## config.mk

```make
export PLATFORM = sky130hd
export DESIGN_NAME = handshake_slave
export DESIGN_NICKNAME = d
export VERILOG_FILES = /design/src/rtl/handshake_pkg.sv /design/src/rtl/handshake_fifo.sv /design/src/rtl/handshake_slave.sv
export SDC_FILE = /design/constraint.sdc
export NUM_CORES = 1
export LEC_CHECK = 0
export ABC_AREA = 0
export BUFFER_PORTS_ARGS = -buffer_cell sky130_fd_sc_hd__buf_4
export CAP_MARGIN = 25
export CORE_MARGIN = 4
export CORE_UTILIZATION = 50
export CTS_BUF_LIST = sky130_fd_sc_hd__clkbuf_4 sky130_fd_sc_hd__clkbuf_8
export DETAILED_ROUTE_END_ITERATION = 7
export PLACE_DENSITY = 0.73
export SYNTH_ARGS = -nofsm -noshare
export SYNTH_HDL_FRONTEND = slang
export SYNTH_HIERARCHICAL = 1
export SYNTH_SLANG_ARGS = --single-unit
```

## constraint.sdc

```tcl
create_clock -name clk -period 2.6 [get_ports clk]
set_input_delay 0.52 -clock clk [delete_from_list [all_inputs] [get_ports clk]]
set_output_delay 0.52 -clock clk [all_outputs]
set_load 0.005 [all_outputs]
```

## src/rtl/handshake_pkg.sv

```systemverilog
// Shared types and constants for the handshake slave.
// Used by handshake_fifo and handshake_slave.
package handshake_pkg;

  localparam int DEFAULT_DATA_BITS = 8;
  localparam int COUNT_BITS        = 16;

  typedef logic [COUNT_BITS-1:0] beat_count_t;

  function automatic int ptr_bits(input int depth);
    return (depth > 1) ? $clog2(depth) : 1;
  endfunction

endpackage

```

## src/rtl/handshake_fifo.sv

```systemverilog
// Receive FIFO: power-of-two depth, pointers wrap naturally.
// Storage is not reset; only pointers and occupancy are.
module handshake_fifo
  import handshake_pkg::*;
#(
  parameter int DATA_BITS = DEFAULT_DATA_BITS,
  parameter int DEPTH     = 4
) (
  input  logic                 clk,
  input  logic                 rst,
  input  logic                 push,
  input  logic [DATA_BITS-1:0] wdata,
  input  logic                 pop,
  output logic [DATA_BITS-1:0] rdata,
  output logic                 full,
  output logic                 empty
);

  localparam int AW = ptr_bits(DEPTH);

  logic [DATA_BITS-1:0] mem [DEPTH];
  logic [AW-1:0]        wp;
  logic [AW-1:0]        rp;
  logic [AW:0]          cnt;
  logic                 do_push;
  logic                 do_pop;

  assign full    = (cnt == (AW+1)'(DEPTH));
  assign empty   = (cnt == '0);
  assign do_pop  = pop & ~empty;
  assign do_push = push & (~full | do_pop);
  assign rdata   = mem[rp];

  always_ff @(posedge clk) begin
    if (do_push) mem[wp] <= wdata;
  end

  always_ff @(posedge clk or negedge rst) begin
    if (!rst) begin
      wp  <= '0;
      rp  <= '0;
      cnt <= '0;
    end else begin
      if (do_push) wp <= wp + 1'b1;
      if (do_pop)  rp <= rp + 1'b1;
      case ({do_push, do_pop})
        2'b10:   cnt <= cnt + 1'b1;
        2'b01:   cnt <= cnt - 1'b1;
        default: cnt <= cnt;
      endcase
    end
  end

endmodule

```

## src/rtl/handshake_slave.sv

```systemverilog
// Valid/ready slave feeding a receive FIFO, with beat/overflow status.
// Define HANDSHAKE_SLAVE_PROTOCOL_CHECK_EN to build the protocol checker.
module handshake_slave
  import handshake_pkg::*;
#(
  parameter int DATA_BITS    = DEFAULT_DATA_BITS,
  parameter int ALWAYS_READY = 0,
  parameter int DEPTH        = 4
) (
  input  logic                 clk,
  input  logic                 rst,
  input  logic                 valid,
  input  logic [DATA_BITS-1:0] data,
  output logic                 ready,
  output logic                 out_valid,
  input  logic                 out_ready,
  output logic [DATA_BITS-1:0] out_data,
  output beat_count_t          beat_count,
  output logic                 overflow,
  output logic                 protocol_err
);

  logic full;
  logic empty;
  logic xfer;
  logic pop;
  logic wr;

  assign xfer      = valid & ready;
  assign pop       = out_ready & ~empty;
  assign wr        = xfer & (~full | pop);
  assign out_valid = ~empty;

  handshake_fifo #(
    .DATA_BITS (DATA_BITS),
    .DEPTH     (DEPTH)
  ) u_fifo (
    .clk   (clk),
    .rst   (rst),
    .push  (wr),
    .wdata (data),
    .pop   (pop),
    .rdata (out_data),
    .full  (full),
    .empty (empty)
  );

  generate
    if (ALWAYS_READY != 0) begin : g_rdy_reg
      logic rdy_q;
      always_ff @(posedge clk or negedge rst) begin
        if (!rst) rdy_q <= 1'b0;
        else      rdy_q <= 1'b1;
      end
      assign ready = rdy_q;
    end else begin : g_rdy_comb
      // Gated by reset so ready drops the instant reset asserts
      assign ready = rst & ~full;
    end
  endgenerate

  always_ff @(posedge clk or negedge rst) begin
    if (!rst) begin
      beat_count <= '0;
      overflow   <= 1'b0;
    end else begin
      if (xfer) beat_count <= beat_count + 1'b1;
      if (xfer & full & ~pop) overflow <= 1'b1;
    end
  end

`ifdef HANDSHAKE_SLAVE_PROTOCOL_CHECK_EN
  logic                 pend;
  logic [DATA_BITS-1:0] pdata;
  logic                 perr;

  // A stalled beat must stay offered, unchanged, until accepted
  always_ff @(posedge clk or negedge rst) begin
    if (!rst) begin
      pend  <= 1'b0;
      pdata <= '0;
      perr  <= 1'b0;
    end else begin
      if (pend & (~valid | (data != pdata))) perr <= 1'b1;
      pend  <= valid & ~ready;
      pdata <= data;
    end
  end

  assign protocol_err = perr;
`else
  assign protocol_err = 1'b0;
`endif

endmodule

```

# Word-level counts from Yosys, hierarchy flattened
# Memory sizes are Yosys's and may differ from the RTL's.
# Index checks and enable logic that the tools add are counted.
# op_classes
addsub,5
n_eq_ne,3
muxes,3
bitwise,13
reduce_logical,2
# op_table
operator,n
$add 16x1->16 const B,1
$and 1x1->1,8
$pmux 3 s2,1
$add 2x1->2 const B,2
$add 3x1->3 const B,1
$eq 3x3->1 const B,1
$logic_not 3->1,1
$not 1->1,3
$sub 3x1->3 const B,1
$eq 2x1->1 const B,1
$eq 2x2->1 const B,1
$mux 1,2
$or 1x1->1,2
$reduce_bool 2->1,1
# word_totals
register_bits,24
ram_bits,32
inputBits,12
output_inout_bits,28
wordCells,32
memories,1
# memory_table
name,depth,width,read_ports,rd_ports_with_merged_regs,wr,line_no,source
u_fifo.mem,4,8,1,0,1,handshake_fifo.sv:21,logic [DATA_BITS-1:0] mem [DEPTH];

# Longest topological paths before layout
# Gate-level depths: netlist of the first run.
# depth
depth_word,8
depth_mapped,12
ltp_nobuf,12

# Hierarchy
# Netlist of the first run, hierarchy kept.
# modules_own_cells
mod,instances,cells_each,area_each_um2,seq_area_each_um2
handshake_fifo,1,80,1587.8,1136.1
handshake_slave,1,67,798.3,425.4

# Least setup slack after synthesis of the first run
# OpenSTA, ideal clock, no wires.
# synth_timing
path_type,register -> register
from,register u_fifo.cnt[0]
to,register u_fifo.cnt[2]
setup_time_ps,79
arrival_time_ps,2263
required_ps,2521
slack_ps,258
path_stages_with_launch,13
n_path_buf,0
period_less_slack_ps,2342
cell_sequence,dfrtp_1 -> or3b_1 -> inv_1 -> nand3b_4 -> inv_1 -> o21a_4 -> inv_1 -> ha_1 -> inv_1 -> fa_1 -> xor2_1 -> nor2_1 -> xor2_1
# synth_via
elab_chain_cells,8
word_cells_on_any_way,18
cone_classes,add/sub (2); eq/ne (3); mux (1); bitwise (10); reduce/logical (2)
# synth_rtl
element,line_no,source
"start, declared",handshake_fifo.sv:24,logic [AW:0] cnt;
"start signal, assigned",handshake_fifo.sv:47,2'b10: cnt <= cnt + 1'b1;
"start signal, assigned",handshake_fifo.sv:48,2'b01: cnt <= cnt - 1'b1;
"start signal, assigned",handshake_fifo.sv:49,default: cnt <= cnt;
$eq 3x3->1 (*),handshake_fifo.sv:28,assign full = (cnt == (AW+1)'(DEPTH));
net full,handshake_slave.sv:23,logic full;
$not 1->1 (*),"handshake_slave.sv:31, handshake_slave.sv:58",
$and 1x1->1,handshake_slave.sv:58,assign ready = rst & ~full;
$and 1x1->1,handshake_slave.sv:29,assign xfer = valid & ready;
$and 1x1->1 (*),handshake_slave.sv:31,assign wr = xfer & (~full | pop);
net wr,handshake_slave.sv:27,logic wr;
$and 1x1->1 (*),handshake_fifo.sv:31,assign do_push = push & (~full | do_pop);
$eq 2x1->1 / $eq 2x2->1 (equally long branches),handshake_fifo.sv:46,"case ({do_push, do_pop})"
$pmux 3 s2 / $reduce_bool 2->1 (equally long branches),-,
# The timed path passes the listed nets; every way through them passes the cells marked *.
# A chain may end at the register's enable or synchronous reset.

# Final worst setup path of the first run
# Ends and elaborated chain as after synthesis.

==> results.py, run 1 <==
metrics = {
    "global_routing": {
        "gr-total-overflow": 0,
        "track_usage_pct": 14.75,
        "antenna_found_initial": 0,
        "grt_pass1_wl_microns": 6741,
        "grt_pass1_vias": 1338,
        "grt_max_degree": 27,
    },
    "cells_and_area": {
        "layout-drive-gt1-share_pct": 38.46,
        "area_growth_pct": 20.03,
        "diodes": 0,
        "utilization_pct": 64.01,
        "fin_nets": 213,
        "fin_cells": 247,
    },
    "cts": {
        "cts.sinks": 56,
        "clk_latency_ps": 300,
        "cts.path.max_buffers": 2,
        "cts_tree": "built",
        "clkTransAtPathRegs_ps": 90,
        "h-tree-depth": 2,
        "cts_buffers": 5,
        "root_buffer": "clkbuf_8",
    },
    "sta": {
        "final.setup.worst_slack_ps": 97.66,
        "setup_viol": 0,
        "maxSlewViolCount": 0,
        "fin_setup_tns_ps": 0,
        "finalClockSkew_ps": 3.481,
        "tightest_slew_ps": 614.1,
        "fin_crit_sh_pct": 96.24,
        "period_needed_ps": 2502,
        "max_slew_margin_pct": 59.06,
        "fmax_ghz": 0.3996,
        "hold_viol": 0,
    },
    "synthesis": {
        "syn_area_sq_um": 2386,
        "synth_top_area_share_pct": 40.27,
        "yosys.area.top_type": "edfxtp_1",
        "ys_seq_elements": 56,
        "syn_avg_cell_area_sq_um": 16.23,
        "syn_nets": 166,
        "yosysWarnings": 6,
        "synthCells": 147,
        "synth.area.top_cells": "edfxtp_1 40%, dfrtp_1 25%, mux4_2 7.6%",
        "seq_area_frac_synth_pct": 65.44,
        "synth.distinct_cells": 33,
    },
    "floorplan": {
        "pin_count": 40,
        "coreArea_sq_um": 4474,
        "row_count": 24,
        "die_x_microns": 77.08,
        "dieArea_sq_um": 5941,
        "initial_utilization_pct": 53.33,
        "fp.dieH_microns": 77.08,
    },
    "detailed_routing": {
        "wl_per_cell_microns": 16.42,
        "antenna_left": 0,
        "vias": 1296,
        "firstDrtPassIters": 4,
        "vias_per_cell": 5.247,
        "drt_wl_total_microns": 4056,
        "drt_iter0_drc": 100,
        "drc_errors": 0,
    },
    "power_and_ir_drop": {
        "p_int_mw": 1.819,
        "clockPowerShare_pct": 18.9,
        "switching_share_pct": 29.99,
        "combPwrFrac_pct": 31.8,
        "worst_ir_drop_vdd_mv": 0.4930,
        "switchingPower_mw": 0.7795,
        "seqPwrFrac_pct": 49.3,
        "power_density_nw_per_um2": 907.4,
        "power.leakage_nw": 1.219,
        "p_total_mw": 2.599,
    },
    "setup_path": {
        "critical_path_class": "reg2reg",
        "start_kind": "register",
        "required_ps": 2820,
        "r2r_setup_slack_ps": 100,
        "critPathMaxFanout": 7,
        "timing.rr.end": "u_fifo/cnt[2]",
        "crit_path_end_kind": "register",
        "worstRegToRegCells": 12,
        "r2r_start": "u_fifo/cnt[0]",
        "arrival_ps": 2730,
    },
    "placement": {
        "port_buffers": 38,
        "dp_cells": 234,
        "hpwl_microns": 2896,
        "dp_slack_ps": 22.77,
        "gp_congestion": 0.7865,
    },
    "job": {
        "maxCapViolations": 0,
    },
    "hold_path": {
        "hp-class": "in2async",
    },
    "status": {
        "outcome": "finished clean",
    },
}
power by group through the flow:
stage,logic [mW],registers [mW],clock network [mW]
after detailed placement,0.783,1.31,0
final,0.827,1.28,0.491
after CTS,0.807,1.29,0.502
after global routing,0.911,1.31,0.540
after floorplan,0.537,1.21,0
after global placement,0.748,1.29,0
sequential cells by signal (all words and copies together), names as in the netlist:
register and flops:
overflow 1, u_fifo/mem 32, u_fifo/wp 2, beat_count 16
u_fifo/cnt 3, u_fifo/rp 2
what timing repair did:
action                     4_1_cts  5_1_grt
setup buffers                    1        4
hold buffers                     0        0
gates resized for setup          0        2
pin swaps                        0        1
setup endpoints to repair        1        1
cells in the final DEF (no fill, tap or decap), types with 5 or more instances in the layout:
cell type  Yosys  final
dfrtp_1       24     24
xor2_1         5      5
nand2_1        9      9
edfxtp_1      32     32
xnor2_1       16     16
clkbuf_8       0      6
mux4_2         8      8
ha_1           6      5
inv_1         10     10
buf_4          1     44
kinds of logic (layout without fill, tap and decap cells):
family / after synthesis / after routing / synth area share, %
flops: 56 / 56 / 65.44
simple gates: 36 / 36 / 10.65
xor+xnor: 21 / 21 / 7.708
buf+inv: 14 / 62 / 2.412
mux: 10 / 10 / 8.600
fa+ha+maj: 7 / 7 / 3.985
compound gates: 2 / 2 / 1.049
other cells: 1 / 1 / 0.1572
cell type report:
cell class,count,area (sq um)
clock buffers,7,90.09
clock inverters,1,7.507
fillers,336,1610
inverters,10,37.54
multi-input cells,77,772.0
flip-flops and latches,56,1562
well taps,52,65.06
repair buffers,44,330.3
stage by stage:
step | hold WS, ps | cell area (sq um)
floorplan | 224.4 | 2386
global placement | 365.7 | 2724
detailed placement | 374.3 | 2724
CTS | 230.2 | 2829
global route | 239.2 | 2864
finish | 224.5 | 2864
worst max-delay path by stage:
stage                     to  slack [ps]     startpoint
6_report       u_fifo/cnt[2]         100  u_fifo/cnt[0]
5_1_grt        u_fifo/cnt[2]         -40  u_fifo/cnt[0]
4_1_cts        u_fifo/cnt[2]          50  u_fifo/cnt[0]
3_5_place_dp   u_fifo/cnt[2]          20  u_fifo/cnt[0]
3_3_place_gp   u_fifo/cnt[2]         170  u_fifo/cnt[0]
2_1_floorplan  u_fifo/cnt[2]         260  u_fifo/cnt[0]
critical path, cell delays in order (launching register included):
cell,delay (ps)
dfrtp_1,400
or3b_4,410
inv_1,90
nand3b_4,150
inv_1,80
o21a_4,150
inv_1,60
ha_2,180
inv_1,60
fa_1,380
xor2_1,160
nor2_1,120
xor2_1,170
routing by layer:
metal	vias up	wire (microns)	global-route usage, %
met3	9	147	4.450
met4	0	73	4.804
met1	652	1707	17.70
li1	607	-	-
met2	28	2128	25.44
met5	-	0	0
cells in the mapped netlist:
library cell / number
edfxtp_1: 32
dfrtp_1: 24
xnor2_1: 16
inv_1: 10
nand2_1: 9
mux4_2: 8
ha_1: 6
xor2_1: 5
and2_2: 4
nand3_1: 4
and4_1: 2
nand3_2: 2
nand4_1: 2
nor2_1: 2
nor2b_1: 2
nor3_4: 2
and2_1: 1
and3_1: 1
buf_1: 1
buf_2: 1
buf_4: 1
clkbuf_1: 1
conb_1: 1
fa_1: 1
mux2_4: 1
mux2i_1: 1
nand3b_4: 1
nand4b_2: 1
nor3_1: 1
o21a_4: 1
o31a_2: 1
or2_1: 1
or3b_1: 1
Power figures use the tool's default switching activity.
==> run 2, diff against run 1 <==
==> constraint.sdc (replaced) <==
create_clock -name clk -period 2.6 [get_ports clk]
set_input_delay 0.13 -clock clk [delete_from_list [all_inputs] [get_ports clk]]
set_output_delay 0.13 -clock clk [all_outputs]
set_load 0.005 [all_outputs]
==> results.py, run 2 (synthesis gave the netlist of run 1 again) <==
metrics = {
    "global_routing": {
        "track_usage_pct": 14.41,
        "grt_max_degree": 28,
        "antenna_found_initial": 0,
        "grt_pass1_wl_microns": 6672,
        "gr-total-overflow": 0,
        "grt_pass1_vias": 1326,
    },
    "hold_path": {
        "hold_end": "u_fifo/mem[3][5]",
        "hp-class": "in2reg",
        "min_from": "data[5]",
        "hold_depth": 1,
    },
    "floorplan": {
        "die_x_microns": 77.08,
        "coreArea_sq_um": 4474,
        "pin_count": 40,
        "row_count": 24,
        "initial_utilization_pct": 53.33,
        "fp.dieH_microns": 77.08,
        "dieArea_sq_um": 5941,
    },
    "setup_path": {
        "critical_path_class": "reg2reg",
        "r2r_start": "u_fifo/cnt[0]",
        "crit_buf_inv": 4,
        "arrival_ps": 2670,
        "start_kind": "register",
        "r2r_setup_slack_ps": 150,
        "crit_chain": "or3b_4, inv_2, nand3b_4, inv_2, o21a_4, inv_1, ha_2, inv_1, fa_2, xor2_1, nor2_1, xor2_1",
        "crit_family": "simple AND/OR/NAND/NOR gates",
        "required_ps": 2810,
        "timing.rr.end": "u_fifo/cnt[2]",
        "crit_path_end_kind": "register",
        "critPathMaxFanout": 7,
        "cp_slowest_cell": "or3b_4",
        "worstRegToRegCells": 12,
        "max_stage_delay_ps": 420,
    },
    "sta": {
        "maxSlewViolCount": 0,
        "fin_crit_sh_pct": 94.38,
        "tightest_slew_ps": 606.2,
        "finalClockSkew_ps": 6.694,
        "setup_viol": 0,
        "period_needed_ps": 2454,
        "fmax_ghz": 0.4075,
        "final.setup.worst_slack_ps": 146.1,
        "fin_setup_tns_ps": 0,
        "max_slew_margin_pct": 59.59,
        "hold_viol": 0,
        "rsz0062_at_grt": "false",
    },
    "cts": {
        "root_buffer": "clkbuf_8",
        "cts_buffers": 5,
        "cts_tree": "built",
        "cts.path.max_buffers": 2,
        "h-tree-depth": 2,
        "cts.sinks": 56,
        "clkTransAtPathRegs_ps": 100,
        "clk_latency_ps": 300,
    },
    "detailed_routing": {
        "drt_iter0_drc": 53,
        "drc_errors": 0,
        "wl_per_cell_microns": 16.05,
        "vias_per_cell": 5.266,
        "drt_wl_total_microns": 3980,
        "antenna_left": 0,
        "vias": 1306,
        "firstDrtPassIters": 4,
    },
    "cells_and_area": {
        "fin_cells": 248,
        "diodes": 0,
        "fill_cells": 324,
        "final_common_cell": "buf_4",
        "layout_common_cells": "44 x buf_4, 32 x edfxtp_1, 24 x dfrtp_1, 16 x xnor2_1, 9 x nand2_1",
        "largest_reg_flops": 32,
        "area_growth_pct": 22.18,
        "reg_top3": "u_fifo/mem: 32 flops, beat_count: 16 flops, u_fifo/cnt: 3 flops",
        "fin_nets": 214,
        "layout-drive-gt1-share_pct": 39.80,
        "top_register": "u_fifo/mem",
    },
    "placement": {
        "dp_cells": 233,
        "hpwl_microns": 2869,
        "gp_congestion": 0.7843,
        "dp_slack_ps": -34.53,
        "port_buffers": 38,
    },
    "power_and_ir_drop": {
        "p_total_mw": 2.791,
        "power.leakage_nw": 1.239,
        "power_density_nw_per_um2": 957.5,
        "worst_ir_drop_vdd_mv": 0.5771,
    },
    "status": {
        "outcome": "finished clean",
    },
    "job": {
        "maxCapViolations": 0,
    },
}
run 2: changes by cell type in the layout (fill, tap and decap cells not counted):
cell,change
fa_1,-1
fa_2,+1
bufinv_16,+2
dlygate4sd3_1,+1
inv_1,-2
clkbuf_8,-1
inv_2,+2
clkinvlp_4,-1
run 2: power breakdown:
group          leakage [nW]  internal, mW  switching [mW]  total [mW]
registers             0.600          1.10           0.173        1.27
logic                 0.570         0.514           0.352       0.866
clock network        0.0688         0.395           0.257       0.653
total                  1.24          2.01           0.783        2.79
run 2: repair_timing:
action,4_1_cts,5_1_grt
pin swaps,1,2
hold buffers,1,0
buffers inserted,2,4
resized for setup,1,4
hold endpoints to repair,24,0
endpoints found under the setup margin,1,1
run 2: worst reg2reg max path: stages, from the launching register on:
cell,delay (ps)
dfrtp_1,400
or3b_4,420
inv_2,80
nand3b_4,150
inv_2,50
o21a_4,140
inv_1,60
ha_2,180
inv_1,60
fa_2,330
xor2_1,150
nor2_1,150
xor2_1,190
run 2: stage by stage:
stage | hold WS (ps) | instance area, sq um | util (%)
after floorplan | -165.6 | 2386 | -
after global routing | 11.52 | 2915 | 65.16
after CTS | 18.52 | 2878 | 64.32
after global placement | 58.51 | 2716 | 60.71
after detailed placement | 64.12 | 2716 | 60.71
final | 24.32 | 2915 | 65.16
run 2: how the worst max path moves through the flow:
stage | from | end | slack (ps) | depth (start not counted)
floorplan | u_fifo/cnt[0] | u_fifo/cnt[2] | 260 | 12
global placement | u_fifo/cnt[0] | u_fifo/cnt[2] | 180 | 12
detailed placement | u_fifo/cnt[0] | u_fifo/cnt[2] | -30 | 12
CTS | u_fifo/cnt[0] | u_fifo/cnt[2] | 20 | 12
global route | u_fifo/cnt[0] | u_fifo/cnt[2] | 30 | 12
finish | u_fifo/cnt[0] | u_fifo/cnt[2] | 150 | 12
run 2: metal layers:
layer	share of wire [%]	GRT usage [%]	routed length, microns	up-vias
li1	-	-	-	609
met5	0	0	0	-
met4	1.1	5.160	43	0
met2	52	24.65	2081	21
met3	3.3	2.927	133	5
met1	43	18.18	1721	671
run 2: layout make-up:
| cell class | instances | area, sq um | share of cell area, % |
|---|---|---|---|
| clock inverter | 2 | 60.06 | 2.060 |
| multi-input combinational | 77 | 774.5 | 26.57 |
| timing repair buffer | 45 | 340.3 | 11.67 |
| tap | 52 | 65.06 | 2.232 |
| clock buffer | 6 | 76.32 | 2.618 |
| sequential | 56 | 1562 | 53.56 |
| inverter | 10 | 37.54 | 1.288 |
